$ cat config.mk
export PLATFORM = sky130hd
export DESIGN_NAME = taylor_stream_feeder_flat
export DESIGN_NICKNAME = d
export VERILOG_FILES = /design/src/rtl/taylor_stream_feeder_if.sv /design/src/rtl/taylor_stream_feeder.sv /design/src/flat_wrapper.sv
export SDC_FILE = /design/constraint.sdc
export NUM_CORES = 2
export LEC_CHECK = 0
export CAP_MARGIN = 30
export CORE_MARGIN = 3
export CORE_UTILIZATION = 30
export DETAILED_ROUTE_END_ITERATION = 7
export PLACE_DENSITY_LB_ADDON = 0.1
export SLEW_MARGIN = 20
export SYNTH_ARGS = -nofsm -noshare
export SYNTH_HDL_FRONTEND = slang
export SYNTH_SLANG_ARGS = --single-unit
$ cat constraint.sdc
create_clock -name clk_i -period 3.6 [get_ports clk_i]
set_input_delay 0.54 -clock clk_i [delete_from_list [all_inputs] [get_ports clk_i]]
set_output_delay 0.54 -clock clk_i [all_outputs]
set_load 0.02 [all_outputs]
$ cat src/rtl/taylor_stream_feeder_if.sv
// ---------------------------------------------------------------------------
// taylor_stream_feeder_if
//
// Host-side bus of the Taylor stream feeder: the sample valid/ready handshake
// and the coefficient-table write port.
//
// Signals:
//   sample_valid_i  host -> feeder  sample handshake valid
//   sample_data_i   host -> feeder  IEEE-754 single-precision sample word
//   sample_ready_o  feeder -> host  sample handshake ready
//   coeff_we_i      host -> feeder  coefficient write enable
//   coeff_waddr_i   host -> feeder  coefficient index (0 = constant term)
//   coeff_wdata_i   host -> feeder  coefficient word
//   coeff_wr_err_o  feeder -> host  one-cycle pulse when a write was dropped
//
// Modports:
//   master  host / DMA side
//   slave   feeder side
// ---------------------------------------------------------------------------
interface taylor_stream_feeder_if #(
  parameter int DATA_WIDTH = 32,
  parameter int ADDR_LINES = 5
);

  logic                  sample_valid_i;
  logic [DATA_WIDTH-1:0] sample_data_i;
  logic                  sample_ready_o;
  logic                  coeff_we_i;
  logic [ADDR_LINES-1:0] coeff_waddr_i;
  logic [DATA_WIDTH-1:0] coeff_wdata_i;
  logic                  coeff_wr_err_o;

  modport master (
    output sample_valid_i,
    output sample_data_i,
    input  sample_ready_o,
    output coeff_we_i,
    output coeff_waddr_i,
    output coeff_wdata_i,
    input  coeff_wr_err_o
  );

  modport slave (
    input  sample_valid_i,
    input  sample_data_i,
    output sample_ready_o,
    input  coeff_we_i,
    input  coeff_waddr_i,
    input  coeff_wdata_i,
    output coeff_wr_err_o
  );

endinterface

$ cat src/rtl/taylor_stream_feeder.sv
// ---------------------------------------------------------------------------
// taylor_stream_feeder
//
// Upstream feeder for the mac Taylor-series engine. Buffers incoming
// single-precision samples and holds a writable coefficient table. On start
// it streams the buffered samples (in arrival order) on signal_fifo_o, then
// the coefficients from the highest order down to the constant term on
// coeff_fifo_o, one word per cycle. Each stream is terminated by the
// NAN_SENTINEL word, which the bus keeps driving until the next run.
//
// Ports:
//   clk_i            clock
//   rstn_i           asynchronous active-low reset
//   bus              taylor_stream_feeder_if.slave (sample handshake and
//                    coefficient write port)
//   start_i          begin streaming (ignored unless idle)
//   taylor_length_i  highest coefficient order L for the next run
//   signal_fifo_o    sample stream to the mac signal_fifo
//   coeff_fifo_o     coefficient stream to the mac coeff_fifo
//   taylor_length_o  L latched at start, to the mac taylor_length
//   busy_o           streaming in progress
//   done_o           one-cycle completion pulse
//   sample_count_o   number of samples currently buffered
//
// Build option:
//   FEEDER_NAN_SCRUB_EN  when defined, accepted samples that are NaN
//                        (exponent all ones, mantissa nonzero) are stored as
//                        +0.0 so they can never terminate the mac stream
//                        early. Undefined: samples are stored unmodified.
// ---------------------------------------------------------------------------
module taylor_stream_feeder #(
  parameter int                    DATA_WIDTH   = 32,
  parameter int                    ADDR_LINES   = 5,
  parameter logic [DATA_WIDTH-1:0] NAN_SENTINEL = 32'h7F900000
) (
  input  logic                    clk_i,
  input  logic                    rstn_i,
  taylor_stream_feeder_if.slave   bus,
  input  logic                    start_i,
  input  logic [ADDR_LINES-1:0]   taylor_length_i,
  output logic [DATA_WIDTH-1:0]   signal_fifo_o,
  output logic [DATA_WIDTH-1:0]   coeff_fifo_o,
  output logic [ADDR_LINES-1:0]   taylor_length_o,
  output logic                    busy_o,
  output logic                    done_o,
  output logic [ADDR_LINES:0]     sample_count_o
);

  localparam int DEPTH = 2 ** ADDR_LINES;

  // Count value meaning "buffer full" (exactly 2**ADDR_LINES samples).
  localparam logic [ADDR_LINES:0]   FULL_COUNT = {1'b1, {ADDR_LINES{1'b0}}};
  localparam logic [ADDR_LINES:0]   CNT_ONE    = {{ADDR_LINES{1'b0}}, 1'b1};
  localparam logic [ADDR_LINES-1:0] IDX_ONE    = {{(ADDR_LINES-1){1'b0}}, 1'b1};

  typedef enum logic [2:0] {
    S_IDLE,
    S_SEND_SIG,
    S_SIG_END,
    S_SEND_COEF,
    S_COEF_END,
    S_DONE
  } state_t;

  state_t                state_q, state_d;
  logic [ADDR_LINES:0]   count_q, count_d;
  logic [ADDR_LINES:0]   rd_idx_q, rd_idx_d;
  logic [ADDR_LINES-1:0] coef_idx_q, coef_idx_d;
  logic [ADDR_LINES-1:0] length_q, length_d;
  logic [DATA_WIDTH-1:0] sig_q, sig_d;
  logic [DATA_WIDTH-1:0] coef_q, coef_d;
  logic                  wr_err_q, wr_err_d;

  logic [DATA_WIDTH-1:0] sample_mem  [DEPTH];
  logic [DATA_WIDTH-1:0] coeff_table [DEPTH];

  logic                  sample_ready;
  logic                  sample_hs;
  logic                  coef_locked;
  logic                  coeff_wr_ok;
  logic [DATA_WIDTH-1:0] sample_word;
  logic [DATA_WIDTH-1:0] sample_rd;
  logic [ADDR_LINES-1:0] coeff_rd_addr;
  logic [DATA_WIDTH-1:0] coeff_rd;

  // Samples are only taken while idle and while there is room left.
  assign sample_ready = (state_q == S_IDLE) && (count_q < FULL_COUNT);
  assign sample_hs    = bus.sample_valid_i && sample_ready;

  // The table is being read out during SEND_COEF/COEF_END, so writes there
  // are refused to keep the streamed polynomial consistent.
  assign coef_locked  = (state_q == S_SEND_COEF) || (state_q == S_COEF_END);
  assign coeff_wr_ok  = bus.coeff_we_i && !coef_locked;

`ifdef FEEDER_NAN_SCRUB_EN
  // A NaN sample could look like a terminator to the mac, so store +0.0.
  assign sample_word =
    ((bus.sample_data_i[DATA_WIDTH-2 -: 8] == 8'hFF) &&
     (bus.sample_data_i[DATA_WIDTH-10:0] != '0)) ? '0 : bus.sample_data_i;
`else
  assign sample_word = bus.sample_data_i;
`endif

  // rd_idx_q always points at the next sample to emit; it is 0 while idle,
  // so the same read port supplies the first word at start.
  assign sample_rd = sample_mem[rd_idx_q[ADDR_LINES-1:0]];

  // SIG_END prefetches coeff[L]; SEND_COEF walks down from there. A write
  // accepted in SIG_END to the very entry being fetched is forwarded so the
  // new value is the one streamed.
  assign coeff_rd_addr = (state_q == S_SIG_END) ? length_q : (coef_idx_q - IDX_ONE);
  assign coeff_rd = (coeff_wr_ok && (bus.coeff_waddr_i == coeff_rd_addr)) ?
                    bus.coeff_wdata_i : coeff_table[coeff_rd_addr];

  // Next-state and next-output logic. Output words are registered, so the
  // word chosen here appears on the bus in the cycle after the decision.
  always_comb begin
    state_d    = state_q;
    count_d    = count_q;
    rd_idx_d   = rd_idx_q;
    coef_idx_d = coef_idx_q;
    length_d   = length_q;
    sig_d      = sig_q;
    coef_d     = coef_q;
    wr_err_d   = bus.coeff_we_i && coef_locked;

    if (sample_hs) begin
      count_d = count_q + CNT_ONE;
    end

    case (state_q)
      S_IDLE: begin
        if (start_i) begin
          length_d = taylor_length_i;
          if (count_q != '0) begin
            state_d  = S_SEND_SIG;
            sig_d    = sample_rd;
            rd_idx_d = CNT_ONE;
          end else if (sample_hs) begin
            // The only sample is the one arriving with start; pass it on
            // directly while it is being written into the buffer.
            state_d  = S_SEND_SIG;
            sig_d    = sample_word;
            rd_idx_d = CNT_ONE;
          end else begin
            state_d = S_SIG_END;
            sig_d   = NAN_SENTINEL;
          end
        end
      end

      S_SEND_SIG: begin
        if (rd_idx_q == count_q) begin
          state_d = S_SIG_END;
          sig_d   = NAN_SENTINEL;
        end else begin
          sig_d    = sample_rd;
          rd_idx_d = rd_idx_q + CNT_ONE;
        end
      end

      S_SIG_END: begin
        state_d    = S_SEND_COEF;
        coef_d     = coeff_rd;
        coef_idx_d = length_q;
      end

      S_SEND_COEF: begin
        if (coef_idx_q == '0) begin
          state_d = S_COEF_END;
          coef_d  = NAN_SENTINEL;
        end else begin
          coef_d     = coeff_rd;
          coef_idx_d = coef_idx_q - IDX_ONE;
        end
      end

      S_COEF_END: begin
        state_d = S_DONE;
      end

      S_DONE: begin
        state_d  = S_IDLE;
        count_d  = '0;
        rd_idx_d = '0;
      end

      default: begin
        state_d = S_IDLE;
      end
    endcase
  end

  // Control and output registers; reset drops any run in progress.
  always_ff @(posedge clk_i or negedge rstn_i) begin
    if (!rstn_i) begin
      state_q    <= S_IDLE;
      count_q    <= '0;
      rd_idx_q   <= '0;
      coef_idx_q <= '0;
      length_q   <= '0;
      sig_q      <= '0;
      coef_q     <= '0;
      wr_err_q   <= 1'b0;
    end else begin
      state_q    <= state_d;
      count_q    <= count_d;
      rd_idx_q   <= rd_idx_d;
      coef_idx_q <= coef_idx_d;
      length_q   <= length_d;
      sig_q      <= sig_d;
      coef_q     <= coef_d;
      wr_err_q   <= wr_err_d;
    end
  end

  // Sample storage needs no reset: entries at or above count_q are never
  // read, so clearing the count empties the buffer.
  always_ff @(posedge clk_i) begin
    if (sample_hs) begin
      sample_mem[count_q[ADDR_LINES-1:0]] <= sample_word;
    end
  end

  // Coefficient table is cleared on reset so a fresh run streams zeros.
  always_ff @(posedge clk_i or negedge rstn_i) begin
    if (!rstn_i) begin
      for (int i = 0; i < DEPTH; i++) begin
        coeff_table[i] <= '0;
      end
    end else if (coeff_wr_ok) begin
      coeff_table[bus.coeff_waddr_i] <= bus.coeff_wdata_i;
    end
  end

  assign bus.sample_ready_o = sample_ready;
  assign bus.coeff_wr_err_o = wr_err_q;

  assign signal_fifo_o   = sig_q;
  assign coeff_fifo_o    = coef_q;
  assign taylor_length_o = length_q;
  assign busy_o          = (state_q == S_SEND_SIG)  || (state_q == S_SIG_END) ||
                           (state_q == S_SEND_COEF) || (state_q == S_COEF_END);
  assign done_o          = (state_q == S_DONE);
  assign sample_count_o  = count_q;

endmodule
$ cat src/flat_wrapper.sv
// flat-port wrapper written by rule: the top's interface ports become plain ports
module taylor_stream_feeder_flat 
#(
  parameter int                    DATA_WIDTH   = 32,
  parameter int                    ADDR_LINES   = 5,
  parameter logic [DATA_WIDTH-1:0] NAN_SENTINEL = 32'h7F900000
)
  (clk_i, rstn_i, start_i, taylor_length_i, signal_fifo_o, coeff_fifo_o, taylor_length_o, busy_o, done_o, sample_count_o, bus_sample_valid_i, bus_sample_data_i, bus_sample_ready_o, bus_coeff_we_i, bus_coeff_waddr_i, bus_coeff_wdata_i, bus_coeff_wr_err_o);
  taylor_stream_feeder_if #(.DATA_WIDTH(DATA_WIDTH), .ADDR_LINES(ADDR_LINES)) bus_i ();
  input  logic clk_i;
  input  logic rstn_i;
  input  logic start_i;
  input  logic [ADDR_LINES-1:0] taylor_length_i;
  output logic [DATA_WIDTH-1:0] signal_fifo_o;
  output logic [DATA_WIDTH-1:0] coeff_fifo_o;
  output logic [ADDR_LINES-1:0] taylor_length_o;
  output logic busy_o;
  output logic done_o;
  output logic [ADDR_LINES:0] sample_count_o;
  input wire logic [$bits(bus_i.sample_valid_i)-1:0] bus_sample_valid_i;
  input wire logic [$bits(bus_i.sample_data_i)-1:0] bus_sample_data_i;
  output wire logic [$bits(bus_i.sample_ready_o)-1:0] bus_sample_ready_o;
  input wire logic [$bits(bus_i.coeff_we_i)-1:0] bus_coeff_we_i;
  input wire logic [$bits(bus_i.coeff_waddr_i)-1:0] bus_coeff_waddr_i;
  input wire logic [$bits(bus_i.coeff_wdata_i)-1:0] bus_coeff_wdata_i;
  output wire logic [$bits(bus_i.coeff_wr_err_o)-1:0] bus_coeff_wr_err_o;
  assign bus_i.sample_valid_i = bus_sample_valid_i;
  assign bus_i.sample_data_i = bus_sample_data_i;
  assign bus_sample_ready_o = bus_i.sample_ready_o;
  assign bus_i.coeff_we_i = bus_coeff_we_i;
  assign bus_i.coeff_waddr_i = bus_coeff_waddr_i;
  assign bus_i.coeff_wdata_i = bus_coeff_wdata_i;
  assign bus_coeff_wr_err_o = bus_i.coeff_wr_err_o;
  taylor_stream_feeder #(.DATA_WIDTH(DATA_WIDTH), .ADDR_LINES(ADDR_LINES), .NAN_SENTINEL(NAN_SENTINEL)) u_core (.clk_i(clk_i), .rstn_i(rstn_i), .bus(bus_i), .start_i(start_i), .taylor_length_i(taylor_length_i), .signal_fifo_o(signal_fifo_o), .coeff_fifo_o(coeff_fifo_o), .taylor_length_o(taylor_length_o), .busy_o(busy_o), .done_o(done_o), .sample_count_o(sample_count_o));
endmodule
==> results.yml <==
yosys:
  yosysTopAreaCell: "edfxtp_1"
  synth_common_cells: "dfrtp_1, mux2_2, edfxtp_1"
  synth.most_common_cell: "dfrtp_1"
  netlist_area_um2: 95500
  synthTopCellsByArea: "edfxtp_1, dfrtp_1, mux2_2, mux4_2, mux2i_1"
  syn_inst: 6005
  ys_ff_latch: 2138
  synth-async-reset-ratio_pct: 52.1
  yosysWarnings: 0
  synth_nets: 6090
  yosysSeqAreaShare_pct: 61.4
  synth_top_area_share_pct: 32.2
  synth_edf_count: 1024
  synth_area_per_cell_um2: 15.9
  ys_types: 74
  ys.flop_type: "dfrtp_1"
timing:
  finalSetupViolCount: 0
  layout_setup_ws_ns: 0.158
  slew_headroom_pct: 31.7
  fmax_ghz: 0.291
  finalCriticalPeriod_ns: 3.44
  slew_viol_final: 0
  worst_pin_slew_ns: 1.02
  timing.hold.ws_ns: 0.255
  hold_viol: 0
  fin_worst_skew_ns: 0.0357
  post-route-period-util_pct: 95.6
  grt_setup_unrepaired: "false"
pwr:
  total_power_w: 0.0925
  ir_drop_mv: 0.768
  p_leak_nw: 43.7
  p_seq_share_pct: 34.8
  power_density_nw_per_um2: 813
  p_int_w: 0.0600
  p_switching_w: 0.0324
  p_sw_share_pct: 35.1
  clkPwrFrac_pct: 28.8
  combPwrFrac_pct: 36.4
place:
  hpwl_um: 193000
  gp_congestion: 0.770
  pre_cts_ws_ns: 0.199
  portBuffers: 157
global_route:
  grt_max_degree: 90
  grt_use_total_pct: 19.7
  grt_pass1_vias: 59488
  grt_pass1_wl_um: 465000
  antenna_found_initial: 16
  overflow: 0
worst_setup_path:
  end_kind: "flip-flop"
  rrSetupSlack_ns: 0.16
  regToRegStartpoint: "u_core.state_q[1]$_DFFE_PN0P_"
  r2r_end: "u_core.coeff_fifo_o[29]$_DFFE_PN0P_"
  cp-startpoint: "u_core.state_q[1]$_DFFE_PN0P_"
  crit_required_ns: 4.37
  path_max_fanout: 28
  crit_type: "flip-flop to flip-flop"
  ff2ff_path_depth: 9
  crit_path_start_kind: "flip-flop"
  worstPathArrival_ns: 4.21
route:
  viasPerCell: 5.37
  num_vias: 57204
  dr.first_iter.drc_count: 4279
  drtAntennaViolNets: 0
  drc: 0
  drt-total-wl_um: 325000
  wl_per_cell_um: 30.5
  first_pass_iters: 5
clock_tree:
  clock-sinks: 2138
  clk_pin_slew_ns: 0.06
  cts_buffers: 264
  clock_path_buffers: 4
  post_cts_buffers: 0
  htree_levels: 5
  clkLatencyLatePin_ns: 0.88
  cts_tree: "yes"
  cts-root-buf: "clkbuf_16"
floorplanning:
  die_area_um2: 325000
  die_w_um: 570
  fp.coreArea_um2: 316000
  start_util_pct: 30.2
  die_height_um: 570
  row_count: 206
  io_pins: 158
outcome:
  status: "complete, no violations"
worst_hold_path:
  min_path_type: "input port to asynchronous set/reset pin"
final_layout:
  finalNetCount: 6364
  fillers: 29864
  drive_above_1_share_pct: 38.1
  area_growth_pct: 19.1
job:
  maxCapViolations: 0
-- worst max path at each step --
stage                                          end  slack (ns)  cells past startpoint
5_1_grt        u_core.coeff_fifo_o[29]$_DFFE_PN0P_        0.01                      9
3_5_place_dp    u_core.coeff_fifo_o[6]$_DFFE_PN0P_        0.20                      9
3_3_place_gp   u_core.coeff_fifo_o[29]$_DFFE_PN0P_        0.24                     10
2_1_floorplan   u_core.sample_mem[27][0]$_DFFE_PP_       -0.29                      6
6_report       u_core.coeff_fifo_o[29]$_DFFE_PN0P_        0.16                      9
4_1_cts        u_core.coeff_fifo_o[29]$_DFFE_PN0P_        0.15                      9
-- metrics by stage --
step           instances  cell area (um^2)  util (%)  TNS (ns)
5_1_grt            10650            114000      36.0         0
6_report           10654            114000      36.0         0
3_3_place_gp       10167            105000      33.2         0
4_1_cts            10648            114000      36.0         0
2_1_floorplan       6005             95500         -   -155.40
3_5_place_dp       10173            105000      33.3         0
-- area by class of cell --
type	count	area [um^2]	share of cell area, %
flip-flops and latches	2138	58700	51.5
repair buffers	540	5920	5.20
clock inverters	111	1210	1.07
clock buffers	364	7440	6.54
diodes	6	15.0	0.0132
inverters	12	45.0	0.0396
multi-input cells	3323	35300	31.0
well taps	4160	5200	4.57
-- placed cells by master (no fill, tap or decap), drive strengths merged, types with 32 or more instances in the layout --
| cell type | count |
|---|---|
| a211oi | 40 |
| a21oi | 214 |
| a221oi | 80 |
| a22oi | 42 |
| a311oi | 32 |
| a31oi | 33 |
| a32oi | 42 |
| buf | 394 |
| clkbuf | 364 |
| clkdlybuf4s50 | 145 |
| clkinv | 81 |
| dfrtp | 1114 |
| edfxtp | 1024 |
| mux2 | 1050 |
| mux2i | 234 |
| mux4 | 519 |
| nand2 | 335 |
| nand3 | 66 |
| nor2 | 132 |
| nor3 | 39 |
| o21ai | 105 |
| o22ai | 65 |
-- critical path, stage by stage (launching register included) --
cell	delay, ns
dfrtp_1	0.53
or3b_4	0.55
a21boi_4	0.44
buf_12	0.27
buf_4	0.25
and3_1	0.17
a31oi_1	0.04
a31o_2	0.27
o41ai_1	0.55
o221a_1	0.27
-- per-layer routing --
| layer | GRT usage, % | vias to the layer above | share of wire, % |
|---|---|---|---|
| met2 | 33.1 | 1412 | 49 |
| met3 | 2.69 | 445 | 4.4 |
| met5 | 0 | - | 0.0034 |
| met1 | 26.8 | 31250 | 44 |
| li1 | - | 24095 | - |
| met4 | 5.15 | 2 | 2.6 |
-- power groups by stage --
| stage | Clock, W | Sequential (W) | Combinational [W] |
|---|---|---|---|
| floorplan | 0 | 0.0317 | 0.0216 |
| global placement | 0 | 0.0325 | 0.0339 |
| detailed placement | 0 | 0.0326 | 0.0341 |
| CTS | 0.0275 | 0.0322 | 0.0342 |
| global route | 0.0285 | 0.0327 | 0.0360 |
| finish | 0.0266 | 0.0322 | 0.0336 |
-- registers in the layout, summed over array words and instances, names as in the netlist --
name and flops:
u_core.coeff_table 1024, u_core.coeff_fifo_o 32, u_core.taylor_length_o 5, u_core.bus.coeff_wr_err_o 1, u_core.state_q 3, u_core.coef_idx_q 5
u_core.rd_idx_q 6, u_core.sample_count_o 6, u_core.signal_fifo_o 32, u_core.sample_mem 1024
-- cell families after synthesis --
group	after synthesis	share of synthesized area (%)
flip-flops	2138	61.4
multiplexers	1803	27.1
AO/OA/AOI/OAI	748	5.28
AND/OR/NAND/NOR	743	3.64
buffers and inverters	544	2.35
XOR/XNOR	23	0.211
adder cells (fa/ha/maj)	6	0.0786
-- timing repair --
action / in CTS / in global routing
endpoints found under the hold margin: 37 / 0
hold buffers: 1 / 0
setup endpoints to repair: 2 / 1
resized for setup: 1 / 1
(Power assumes the default switching activity.)
